$ cat config.mk
export PLATFORM = sky130hd
export DESIGN_NAME = alu_op_encoder
export DESIGN_NICKNAME = d
export VERILOG_FILES = /design/src/rtl/alu_ctrl_pkg.sv /design/src/rtl/alu_op_decode.sv /design/src/rtl/alu_op_encoder.sv
export SDC_FILE = /design/constraint.sdc
export NUM_CORES = 1
export LEC_CHECK = 0
export ABC_AREA = 1
export CAP_MARGIN = 0
export CORE_MARGIN = 5
export CORE_UTILIZATION = 45
export CTS_CLUSTER_DIAMETER = 30
export CTS_CLUSTER_SIZE = 8
export DETAILED_ROUTE_END_ITERATION = 7
export PLACE_DENSITY = 0.7
export SLEW_MARGIN = 20
export SYNTH_ARGS = -nofsm -noshare
export SYNTH_HDL_FRONTEND = slang
export SYNTH_SLANG_ARGS = --single-unit
$ cat constraint.sdc
create_clock -name clk -period 3.92 [get_ports clk]
set_input_delay 0.392 -clock clk [delete_from_list [all_inputs] [get_ports clk]]
set_output_delay 0.392 -clock clk [all_outputs]
set_load 0.02 [all_outputs]
$ cat src/rtl/alu_ctrl_pkg.sv
// Shared definitions for the ALU control path: RV32I opcode/funct fields,
// ALU operation codes (also used by the ALU itself), the decoded bundle
// carried from the encoder to the ALU, and the encoder occupancy states.
package alu_ctrl_pkg;

    localparam int XLEN = 32;

    // Major opcodes (instr[6:0])
    localparam logic [6:0] OPC_LUI    = 7'b0110111;
    localparam logic [6:0] OPC_OP_IMM = 7'b0010011;
    localparam logic [6:0] OPC_OP     = 7'b0110011;

    // funct3 (instr[14:12])
    localparam logic [2:0] F3_ADD_SUB = 3'b000;
    localparam logic [2:0] F3_SLL     = 3'b001;
    localparam logic [2:0] F3_SRL_SRA = 3'b101;
    localparam logic [2:0] F3_OR      = 3'b110;

    // funct7 (instr[31:25])
    localparam logic [6:0] F7_BASE = 7'b0000000;
    localparam logic [6:0] F7_ALT  = 7'b0100000;

    // ALU operation codes
    localparam logic [3:0] ALU_ADD = 4'b0000;
    localparam logic [3:0] ALU_SUB = 4'b0001;
    localparam logic [3:0] ALU_SRL = 4'b0011;
    localparam logic [3:0] ALU_LUI = 4'b1000;
    localparam logic [3:0] ALU_OR  = 4'b1001;
    localparam logic [3:0] ALU_SLL = 4'b1100;

    typedef struct packed {
        logic [3:0]      alu_operation;
        logic            alu_src;
        logic [XLEN-1:0] imm;
        logic [4:0]      rs1;
        logic [4:0]      rs2;
        logic [4:0]      rd;
        logic            reg_write;
        logic            illegal;
    } alu_bundle_t;

    typedef enum logic [1:0] {
        OCC_EMPTY = 2'd0,
        OCC_FULL1 = 2'd1,
        OCC_FULL2 = 2'd2
    } occ_state_e;

    // Sign-extend a 12-bit I-type immediate to XLEN.
    function automatic logic [XLEN-1:0] sext12(input logic [11:0] v);
        return {{(XLEN-12){v[11]}}, v};
    endfunction

endpackage

$ cat src/rtl/alu_op_decode.sv
// Combinational RV32I instruction word -> ALU bundle decoder.
// Optional feature macro: ALU_SHIFT_SUB_EN (enables SLLI, SRLI and SUB;
// without it those encodings are reported as illegal).
module alu_op_decode
    import alu_ctrl_pkg::*;
(
    input  logic [XLEN-1:0] instr,
    output alu_bundle_t     bundle
);

    logic [6:0] opcode;
    logic [2:0] funct3;
    logic [6:0] funct7;

    assign opcode = instr[6:0];
    assign funct3 = instr[14:12];
    assign funct7 = instr[31:25];

    // Decode one instruction; anything not recognised leaves the illegal defaults.
    always_comb begin
        bundle.alu_operation = ALU_ADD;
        bundle.alu_src       = 1'b0;
        bundle.imm           = '0;
        bundle.rs1           = instr[19:15];
        bundle.rs2           = instr[24:20];
        bundle.rd            = instr[11:7];
        bundle.reg_write     = 1'b0;
        bundle.illegal       = 1'b1;

        case (opcode)
            OPC_LUI: begin
                // Upper 20 bits passed right-aligned; the ALU applies the shift by 12.
                bundle.alu_operation = ALU_LUI;
                bundle.alu_src       = 1'b1;
                bundle.imm           = {{12{instr[31]}}, instr[31:12]};
                bundle.reg_write     = 1'b1;
                bundle.illegal       = 1'b0;
            end
            OPC_OP_IMM: begin
                if (funct3 == F3_ADD_SUB || funct3 == F3_OR) begin
                    bundle.alu_operation = (funct3 == F3_OR) ? ALU_OR : ALU_ADD;
                    bundle.alu_src       = 1'b1;
                    bundle.imm           = sext12(instr[31:20]);
                    bundle.reg_write     = 1'b1;
                    bundle.illegal       = 1'b0;
                end
`ifdef ALU_SHIFT_SUB_EN
                else if ((funct3 == F3_SLL || funct3 == F3_SRL_SRA) && funct7 == F7_BASE) begin
                    bundle.alu_operation = (funct3 == F3_SLL) ? ALU_SLL : ALU_SRL;
                    bundle.alu_src       = 1'b1;
                    bundle.imm           = {27'b0, instr[24:20]};
                    bundle.reg_write     = 1'b1;
                    bundle.illegal       = 1'b0;
                end
`endif
            end
            OPC_OP: begin
                if (funct3 == F3_ADD_SUB && funct7 == F7_BASE) begin
                    bundle.alu_operation = ALU_ADD;
                    bundle.reg_write     = 1'b1;
                    bundle.illegal       = 1'b0;
                end
`ifdef ALU_SHIFT_SUB_EN
                else if (funct3 == F3_ADD_SUB && funct7 == F7_ALT) begin
                    bundle.alu_operation = ALU_SUB;
                    bundle.reg_write     = 1'b1;
                    bundle.illegal       = 1'b0;
                end
`endif
            end
            default: ;
        endcase
    end

endmodule

$ cat src/rtl/alu_op_encoder.sv
// ALU operation encoder: valid/ready instruction input, one registered output
// stage plus a one-entry skid buffer so throughput is kept under back-pressure.
// Optional feature macro: ALU_SHIFT_SUB_EN (see alu_op_decode).
//
//  state     | meaning
//  ----------+-----------------------------------------------
//  OCC_EMPTY | no bundle held, output invalid
//  OCC_FULL1 | output register holds a valid bundle
//  OCC_FULL2 | output register and skid buffer both hold bundles
module alu_op_encoder
    import alu_ctrl_pkg::*;
#(
    parameter int DATA_WIDTH = 32,
    parameter int ILL_CNT_W  = 8
) (
    input  logic                  clk,
    input  logic                  reset,
    input  logic                  instr_valid_i,
    output logic                  instr_ready_o,
    input  logic [DATA_WIDTH-1:0] instr_i,
    output logic                  op_valid_o,
    input  logic                  op_ready_i,
    output logic [3:0]            alu_operation_o,
    output logic                  alu_src_o,
    output logic [DATA_WIDTH-1:0] imm_o,
    output logic [4:0]            rs1_o,
    output logic [4:0]            rs2_o,
    output logic [4:0]            rd_o,
    output logic                  reg_write_o,
    output logic                  illegal_o,
    output logic [ILL_CNT_W-1:0]  illegal_cnt_o
);

    localparam logic [ILL_CNT_W-1:0] CNT_ONE = {{(ILL_CNT_W-1){1'b0}}, 1'b1};

    occ_state_e           state_q;
    occ_state_e           state_next;
    logic                 ready_q;
    logic                 ready_next;
    logic                 accept;
    logic                 drain;
    alu_bundle_t          dec_bundle;
    alu_bundle_t          out_q;
    alu_bundle_t          skid_q;
    logic [ILL_CNT_W-1:0] ill_cnt_q;

    alu_op_decode u_decode (
        .instr  (instr_i),
        .bundle (dec_bundle)
    );

    assign accept = instr_valid_i & ready_q;
    assign drain  = op_valid_o & op_ready_i;

    // Occupancy state and registered ready (ready is never a path from op_ready_i).
    always_ff @(posedge clk or negedge reset) begin
        if (!reset) begin
            state_q <= OCC_EMPTY;
            ready_q <= 1'b0;
        end else begin
            state_q <= state_next;
            ready_q <= ready_next;
        end
    end

    // Next occupancy from this cycle's accept/drain.
    always_comb begin
        state_next = state_q;
        case (state_q)
            OCC_EMPTY: if (accept) state_next = OCC_FULL1;
            OCC_FULL1: begin
                if (accept && !drain)      state_next = OCC_FULL2;
                else if (!accept && drain) state_next = OCC_EMPTY;
            end
            OCC_FULL2: if (drain) state_next = OCC_FULL1;
            default:   state_next = OCC_EMPTY;
        endcase
    end

    // FSM-derived outputs: valid from current state, ready staged for next cycle.
    always_comb begin
        op_valid_o = (state_q != OCC_EMPTY);
        ready_next = (state_next != OCC_FULL2);
    end

    // Output and skid registers; a full skid refills the output register on drain.
    always_ff @(posedge clk or negedge reset) begin
        if (!reset) begin
            out_q  <= '0;
            skid_q <= '0;
        end else begin
            case (state_q)
                OCC_EMPTY: if (accept) out_q <= dec_bundle;
                OCC_FULL1: begin
                    if (accept && !drain)     skid_q <= dec_bundle;
                    else if (accept && drain) out_q  <= dec_bundle;
                end
                OCC_FULL2: if (drain) out_q <= skid_q;
                default: ;
            endcase
        end
    end

    // Saturating count of illegal bundles handed downstream.
    always_ff @(posedge clk or negedge reset) begin
        if (!reset) begin
            ill_cnt_q <= '0;
        end else if (drain && out_q.illegal && (ill_cnt_q != {ILL_CNT_W{1'b1}})) begin
            ill_cnt_q <= ill_cnt_q + CNT_ONE;
        end
    end

    assign instr_ready_o   = ready_q;
    assign alu_operation_o = out_q.alu_operation;
    assign alu_src_o       = out_q.alu_src;
    assign imm_o           = out_q.imm;
    assign rs1_o           = out_q.rs1;
    assign rs2_o           = out_q.rs2;
    assign rd_o            = out_q.rd;
    assign reg_write_o     = out_q.reg_write;
    assign illegal_o       = out_q.illegal;
    assign illegal_cnt_o   = ill_cnt_q;

endmodule
# After elaboration in Yosys (flattened, before gate mapping)
# Cells that the tools add are included.
# op_classes
add_sub_neg	1
n_eq_ne	12
muxes	17
bitwise_logic	2
n_reduce_logical	16
# ops
op	n
$mux W54	4
$pmux W54 S3	1
$pmux W33 S2	1
$mux W37	1
$eq A7 B6 Y1 const B	2
$mux W2	6
$pmux W2 S3	2
$ne A2 B2 Y1 const B	5
$add A8 B1 Y8 const B	1
$ne A8 B8 Y1 const B	1
$pmux W4 S2	1
$eq A7 B5 Y1 const B	1
$logic_not A7 Y1	1
$logic_and A1 B1 Y1	6
$reduce_and A5 Y1	1
$mux W4	1
$eq A3 B3 Y1 const B	1
$logic_not A3 Y1	1
$reduce_bool A3 Y1	1
$and A1 B1 Y1	2
$eq A2 B1 Y1 const B	1
$eq A2 B2 Y1 const B	1
$logic_not A1 Y1	2
$logic_not A2 Y1	1
other kinds (3)	3
# word_totals
ff_bits	119
inputBits	36
elab_cells	67

# Depth between registers and ports, before layout
# Gate-level depths: netlist (run 1).
# depth
ltp_word	7
depth_mapped	9

# Hierarchy
# A second synthesis (run 1) with hierarchy kept.
# unflattened
cells_unflattened	808
area_unflattened_um2	6198.4
# by_module_without_submodules
mod	n_inst	cells_each	area_each_um2	seq_area_each_um2
alu_op_encoder	1	693	5495.3	2977.9
alu_op_decode	1	115	703.2	0.0

# Worst setup path after synthesis (run 1)
# OpenSTA, ideal clock, no wires.
# synth_timing
kind	flip-flop to flip-flop
start	register ill_cnt_q[1], in the netlist illegal_cnt_o[1]
end	register ill_cnt_q[5], in the netlist illegal_cnt_o[5]
arrival_time_ns	1.384
required_ns	3.798
slack_ns	2.413
path_stages_with_launch	9
n_path_buf	0
period_less_slack_ns	1.507
cell_sequence	dfrtp_1 -> ha_1 -> nand3_1 -> nor3_2 -> nand3_1 -> nand2_2 -> inv_2 -> nand2_1 -> o21ai_1
# synth_between
elab_chain_len	2
# synth_rtl
element	line	text
start: declaration	alu_op_encoder.sv:45	logic [ILL_CNT_W-1:0] ill_cnt_q;
start signal: assignment	alu_op_encoder.sv:109	ill_cnt_q <= ill_cnt_q + CNT_ONE;
parallel branches: the longest is 2 deep, another holds $add A8 B1 Y8	-	
# Parallel ways; which one is timed is not known.
# A chain may end at the register's enable or synchronous reset.

# Final worst setup path (run 1)
# layout_timing
start	input instr_valid_i
end	register out_q (netlist bit rs1_o[2])
# layout_between
elab_chain_len	4
# layout_rtl
element	line	text
start: declaration	alu_op_encoder.sv:18	input logic instr_valid_i,
$and A1 B1 Y1 *	alu_op_encoder.sv:52	assign accept = instr_valid_i & ready_q;
$logic_and A1 B1 Y1 (on tied branches)	alu_op_encoder.sv:96, alu_op_encoder.sv:95	
$ne A2 B2 Y1 (no source line)	-	
$reduce_and A5 Y1 (no source line) *	-	
end signal: assignment	alu_op_encoder.sv:93	OCC_EMPTY: if (accept) out_q <= dec_bundle;
end signal: assignment	alu_op_encoder.sv:96	else if (accept && drain) out_q <= dec_bundle;
end signal: assignment	alu_op_encoder.sv:98	OCC_FULL2: if (drain) out_q <= skid_q;
end: declaration	alu_op_encoder.sv:43	alu_bundle_t out_q;
# Mark *: on every way between the ends. The rest lies on a longest branch, timed or not.

==> results.py, run 1 <==
metrics = {
    "clock_network": {
        "clock-root-buffer": "clkbuf_8",
        "post_cts_buffers": 0,
        "cts_buffers": 9,
        "clock-sinks": 91,
        "clk_pin_slew_ns": 0.10,
        "postCtsHoldBufs": 0,
        "clk_latency_ns": 0.36,
        "clock_path_buffers": 2,
        "cts_resized": 0,
        "cts_tree": "yes",
        "htreeDepth": 3,
    },
    "synth": {
        "post-synth-top-count-cell": "nand2_1",
        "synth_ff_type": "dfrtp_1",
        "ys_ff_latch": 91,
        "yosysWarnings": 0,
        "synthTopCellsByCount": "184 x nand2_1, 91 x dfrtp_1, 72 x nor2_1",
        "avgSynthCellArea_um2": 8.09,
        "synth_top_area_share_pct": 52.0,
        "syn_area_um2": 4380,
        "syn_inst": 541,
        "synth.distinct_cells": 27,
        "async_flop_share_pct": 100,
        "synth.area.top_cells": "dfrtp_1 52%, nand2_1 16%, nor2_1 6.2%, a21oi_1 5.3%, a31oi_1 5.0%",
        "synth_edf_count": 0,
        "ys_seq_area_share_pct": 52.0,
        "synth_top_cell_by_area": "dfrtp_1",
    },
    "worst_setup_path": {
        "r2r_start": "state_q[1]",
        "reg2reg_slack_ns": 1.62,
        "timing.rr.end": "rs1_o[2]",
        "worstSetupStartpointType": "primary input",
        "worst_r2r_path_depth": 6,
        "crit_path_cell_trace": "clkdlybuf4s50_1 -> nand3_1 -> nand2_1 -> nand2_2 -> inv_2 -> nor2_1 -> a31oi_1",
        "cp_slowest_cell": "inv_2",
        "cp.required_ns": 4.20,
        "worstPathMaxFanout": 52,
        "cp-end-kind": "flip-flop",
        "crit_end": "rs1_o[2]",
        "critical_path_class": "in2reg",
        "critical_path.max_stage_delay_ns": 0.84,
        "crit_start": "instr_valid_i",
        "cp.arrival_ns": 2.63,
    },
    "sta": {
        "worstMarginPinSlew_ns": 0.907,
        "min_period_ns": 2.36,
        "fin_worst_skew_ns": 0.0101,
        "fin_ws_ns": 1.56,
        "final_max_slew_viol_count": 0,
        "hold_viol_final": 0,
        "rsz0062_at_grt": "no",
        "setup-violations-final": 0,
        "max_slew_margin_pct": 39.4,
        "tns_ns": 0,
        "fmax_ghz": 0.425,
        "min_period_over_period_pct": 60.1,
    },
    "floorplan": {
        "core_um2": 9640,
        "rows": 36,
        "die_h_um": 109,
        "io_pins": 100,
        "start_util_pct": 45.4,
        "die-area_um2": 11800,
        "die_x_um": 109,
    },
    "layout": {
        "n_fill_cell": 904,
        "area_delta_synth_final_pct": 25.5,
        "nets": 649,
        "final-seq-area_um2": 2280,
        "diodes": 0,
        "drive_gt1_share_pct": 5.67,
        "multi_input_comb_area_um2": 1750,
    },
    "flow_run": {
        "cap_violations": 0,
    },
    "global_route": {
        "grt_start_max_net_pins": 66,
        "grt_pass1_vias": 3876,
        "grt_pass1_wl_um": 18700,
        "grt_util_all_layers_pct": 19.9,
        "grt_overflow": 0,
        "grt_antenna_before_repair": 0,
    },
    "drt": {
        "viasPerCell": 5.11,
        "drt_pass1_iterations": 4,
        "drt-wirelength-per-cell_um": 15.0,
        "vias": 3833,
        "wl_um": 11200,
        "ant_nets": 0,
        "drc_errors": 0,
        "drt_iter0_drc": 203,
    },
    "power_and_ir_drop": {
        "power.leakage_uw": 0.00253,
        "p_per_area_nw_per_um2": 821,
        "vdd.ir_drop.worst_v": 0.000364,
        "power_uw": 4510,
    },
    "placed_design": {
        "dp_hpwl_um": 7430,
        "pre_cts_slack_ns": 1.16,
        "gp_congestion": 0.816,
        "io_buffers": 97,
    },
    "status": {
        "status": "complete, no violations",
    },
    "worst_hold_path": {
        "hold_path_class": "in2async",
    },
}
[metrics by stage]
step                      hold slack, ns  util [%]  cells  instance area [um2]
final                              0.107      57.0    750                 5500
after global routing               0.196      57.0    750                 5500
after CTS                          0.161      57.0    750                 5500
after detailed placement           0.458      54.7    734                 5270
after global placement             0.453      54.7    734                 5270
after floorplan                   0.0964         -    542                 4380
[cells by family (layout without fill, tap and decap cells)]
logic type / count (synthesis) / after routing / share of synthesized area [%]
AND/OR/NAND/NOR: 287 / 287 / 26.4
AO/OA/AOI/OAI: 92 / 92 / 11.7
flip-flops: 91 / 91 / 52.0
buffers and inverters: 62 / 137 / 8.14
XOR/XNOR: 7 / 7 / 1.40
adder cells (fa/ha/maj): 1 / 1 / 0.286
other: 1 / 2 / 0.0856
[state kept, by name (all words and copies together), names as in the netlist]
name	count
skid_q	40
imm_o	20
illegal_cnt_o	8
rd_o	5
rs1_o	5
rs2_o	5
alu_operation_o	2
state_q	2
alu_src_o	1
illegal_o	1
instr_ready_o	1
reg_write_o	1
[worst min path at each step]
stage,start,endpoint,slack [ns],depth (start not counted)
after floorplan,reset,alu_operation_o[0],0.1,0
after global placement,skid_q[11],skid_q[11],0.45,2
after detailed placement,skid_q[4],skid_q[4],0.46,2
after CTS,reset,illegal_cnt_o[4],0.16,1
after global routing,reset,illegal_cnt_o[5],0.20,1
final,reset,illegal_cnt_o[2],0.11,1
[worst max-delay path, delay by kind of cell]
family	cells	cell delay, ns
simple gates	4	0.72
buf+inv	2	1.32
compound gates	1	0.18
[cell usage in the layout (no fill, tap or decap)]
cell type,n
o21ai_0,5
clkinvlp_4,2
nor3_2,1
ha_1,1
clkinv_2,1
xnor2_1,2
nor2_1,72
conb_1,2
inv_1,15
a21oi_2,2
a31oi_1,35
clkdlybuf4s50_1,96
buf_4,6
a21oi_1,46
nor3_4,1
nor2_2,1
nand2_2,2
nand3_4,1
clkinv_4,1
nand2_1,184
inv_2,4
or2_1,1
nor3_1,2
bufinv_16,2
o21ai_1,4
clkbuf_8,10
dfrtp_1,91
nor2_4,1
xor2_1,5
nand3_1,21
[routing by layer]
| metal | vias up | part of all wire (%) | GRT usage (%) |
|---|---|---|---|
| li1 | 1873 | - | - |
| met1 | 1820 | 45 | 27.7 |
| met2 | 127 | 48 | 31.9 |
| met3 | 13 | 5.5 | 2.66 |
| met4 | 0 | 1.5 | 7.03 |
| met5 | - | 0 | 0 |
[cell type report]
type	instances	area share [%]
inverter	19	1.30
clock buffer	10	2.50
timing repair buffer	102	18.3
tap	133	3.03
sequential	91	41.4
multi-input combinational	389	31.8
clock inverter	6	1.62
[power by group]
| part | internal (uW) | switching, uW |
|---|---|---|
| combinational | 908 | 1230 |
| sequential | 1380 | 278 |
| clock | 377 | 345 |
(Power assumes the default switching activity.)
==> run 2: changes to the inputs <==
PLACE_DENSITY = 0.73   (was 0.7)
clock period = 1.95 ns   (was 3.92 ns; I/O delays follow)
==> run 2 against run 1 <==
Clock power rose by 100%. Highest routed layer unchanged. Count of clock-buffer cells in the layout rose by 2. Total power rose by 100%.
==> results.py, run 2 (synthesis gave the netlist of run 1 again) <==
metrics = {
    "power_and_ir_drop": {
        "power_frac_comb_pct": 48.0,
        "p_per_area_nw_per_um2": 1640,
        "intPower_uw": 5550,
        "power.leakage_uw": 0.00260,
        "p_sw_uw": 3700,
        "switching_share_pct": 40.0,
        "vdd.ir_drop.worst_v": 0.000868,
        "seq_power_share_pct": 36.0,
        "power.share.clock_pct": 15.9,
    },
    "clock_network": {
        "clock-root-buffer": "clkbuf_8",
        "cts_buffers": 9,
        "htreeDepth": 3,
        "cts_tree": "yes",
        "clock_path_buffers": 2,
        "postCtsHoldBufs": 1,
        "cts_resized": 0,
        "post_cts_buffers": 0,
        "clk_latency_ns": 0.35,
        "clk_pin_slew_ns": 0.09,
        "clock-sinks": 91,
    },
    "sta": {
        "holdWs_ns": 0.405,
        "min_period_ns": 1.79,
        "hold_viol_final": 0,
        "setup-violations-final": 0,
        "fmax_ghz": 0.557,
        "final_max_slew_viol_count": 0,
        "fin_worst_skew_ns": 0.0108,
        "rsz0062_at_grt": "no",
        "min_period_over_period_pct": 92.0,
        "tns_ns": 0,
    },
    "floorplan": {
        "die_x_um": 109,
        "start_util_pct": 45.4,
        "die_h_um": 109,
        "io_pins": 100,
        "core_um2": 9640,
        "die-area_um2": 11800,
        "rows": 36,
    },
    "worst_setup_path": {
        "critical_path_class": "reg2out",
        "crit_family": "buffers and inverters",
        "critPathBufInv": 1,
        "critical_path.max_stage_delay_ns": 0.68,
        "worstPathMaxFanout": 14,
        "cp_slowest_cell": "clkdlybuf4s50_1",
        "crit_path_cell_trace": "clkdlybuf4s50_1",
        "cp-end-kind": "output port",
        "reg2reg_slack_ns": 0.38,
        "cp.arrival_ns": 1.60,
        "worstSetupStartpointType": "flip-flop",
        "cp.required_ns": 1.75,
    },
    "global_route": {
        "grt_antenna_before_repair": 0,
        "grt_util_all_layers_pct": 19.2,
        "grt_start_max_net_pins": 92,
        "grt_pass1_vias": 3633,
        "grt_pass1_wl_um": 17900,
        "grt_overflow": 0,
    },
    "layout": {
        "top_register": "skid_q",
        "area_delta_synth_final_pct": 28.7,
        "stdcell_area_um2": 5640,
        "nets": 658,
        "largest_register_ffs": 40,
        "drive_gt1_share_pct": 6.72,
        "final_cell_mix": "184 x nand2_1, 96 x clkdlybuf4s50_1, 91 x dfrtp_1, 72 x nor2_1, 46 x a21oi_1",
        "n_fill_cell": 880,
        "utilization_pct": 58.5,
        "final_common_cell": "nand2_1",
        "diodes": 0,
    },
    "drt": {
        "wl_um": 11100,
        "drt_pass1_iterations": 5,
        "ant_nets": 0,
        "drt_iter0_drc": 242,
        "viasPerCell": 5.15,
        "vias": 3904,
        "drc_errors": 0,
        "drt-wirelength-per-cell_um": 14.6,
    },
    "placed_design": {
        "gp_congestion": 0.860,
        "dp_hpwl_um": 7620,
        "dpl_cell_area_um2": 5390,
        "io_buffers": 97,
    },
    "worst_hold_path": {
        "hold_path_class": "in2async",
    },
    "status": {
        "status": "complete, no violations",
    },
    "flow_run": {
        "cap_violations": 0,
    },
}
## run 2: area by class of cell
class	instances	area [um2]	area share, %
multi-input cells	389	1750	31.0
flip-flops and latches	91	2280	40.4
clock buffers	12	165	2.93
well taps	133	166	2.95
repair buffers	111	1140	20.2
clock inverters	3	68.8	1.22
inverters	19	71.3	1.27
## run 2: metrics by stage
stage,setup slack [ns],total power (uW),instances
CTS,0.109,9330,758
floorplan,0.443,6070,542
global placement,0.173,7720,742
global route,0.0303,9860,758
detailed placement,0.124,7850,742
finish,0.156,9250,758
## run 2: final timing paths
check / from / end / depth (start not counted)
worst min register to register: skid_q[9] / skid_q[9] / 2
worst max-delay path: imm_o[30] / imm_o[28] / 1
max in group asynchronous: reset / imm_o[7] / 3
worst min-delay path: reset / illegal_cnt_o[0] / 3
worst max register to register: illegal_cnt_o[1] / illegal_cnt_o[5] / 8
min in group clk: instr_i[9] / skid_q[4] / 3
## run 2: metal layers
metal / GRT usage (%) / vias up / share of wire (%)
met5: 0 / - / 0
met4: 6.94 / 0 / 1.5
met3: 3.20 / 11 / 6.0
met2: 30.1 / 124 / 48
met1: 27.1 / 1881 / 44
li1: - / 1888 / -
## run 2: power by group through the flow
stage	clock, uW	combinational, uW	sequential, uW
after floorplan	0	2230	3840
after global placement	0	4400	3330
after detailed placement	0	4490	3360
after CTS	1500	4500	3330
after global routing	1570	4850	3440
final	1470	4440	3330
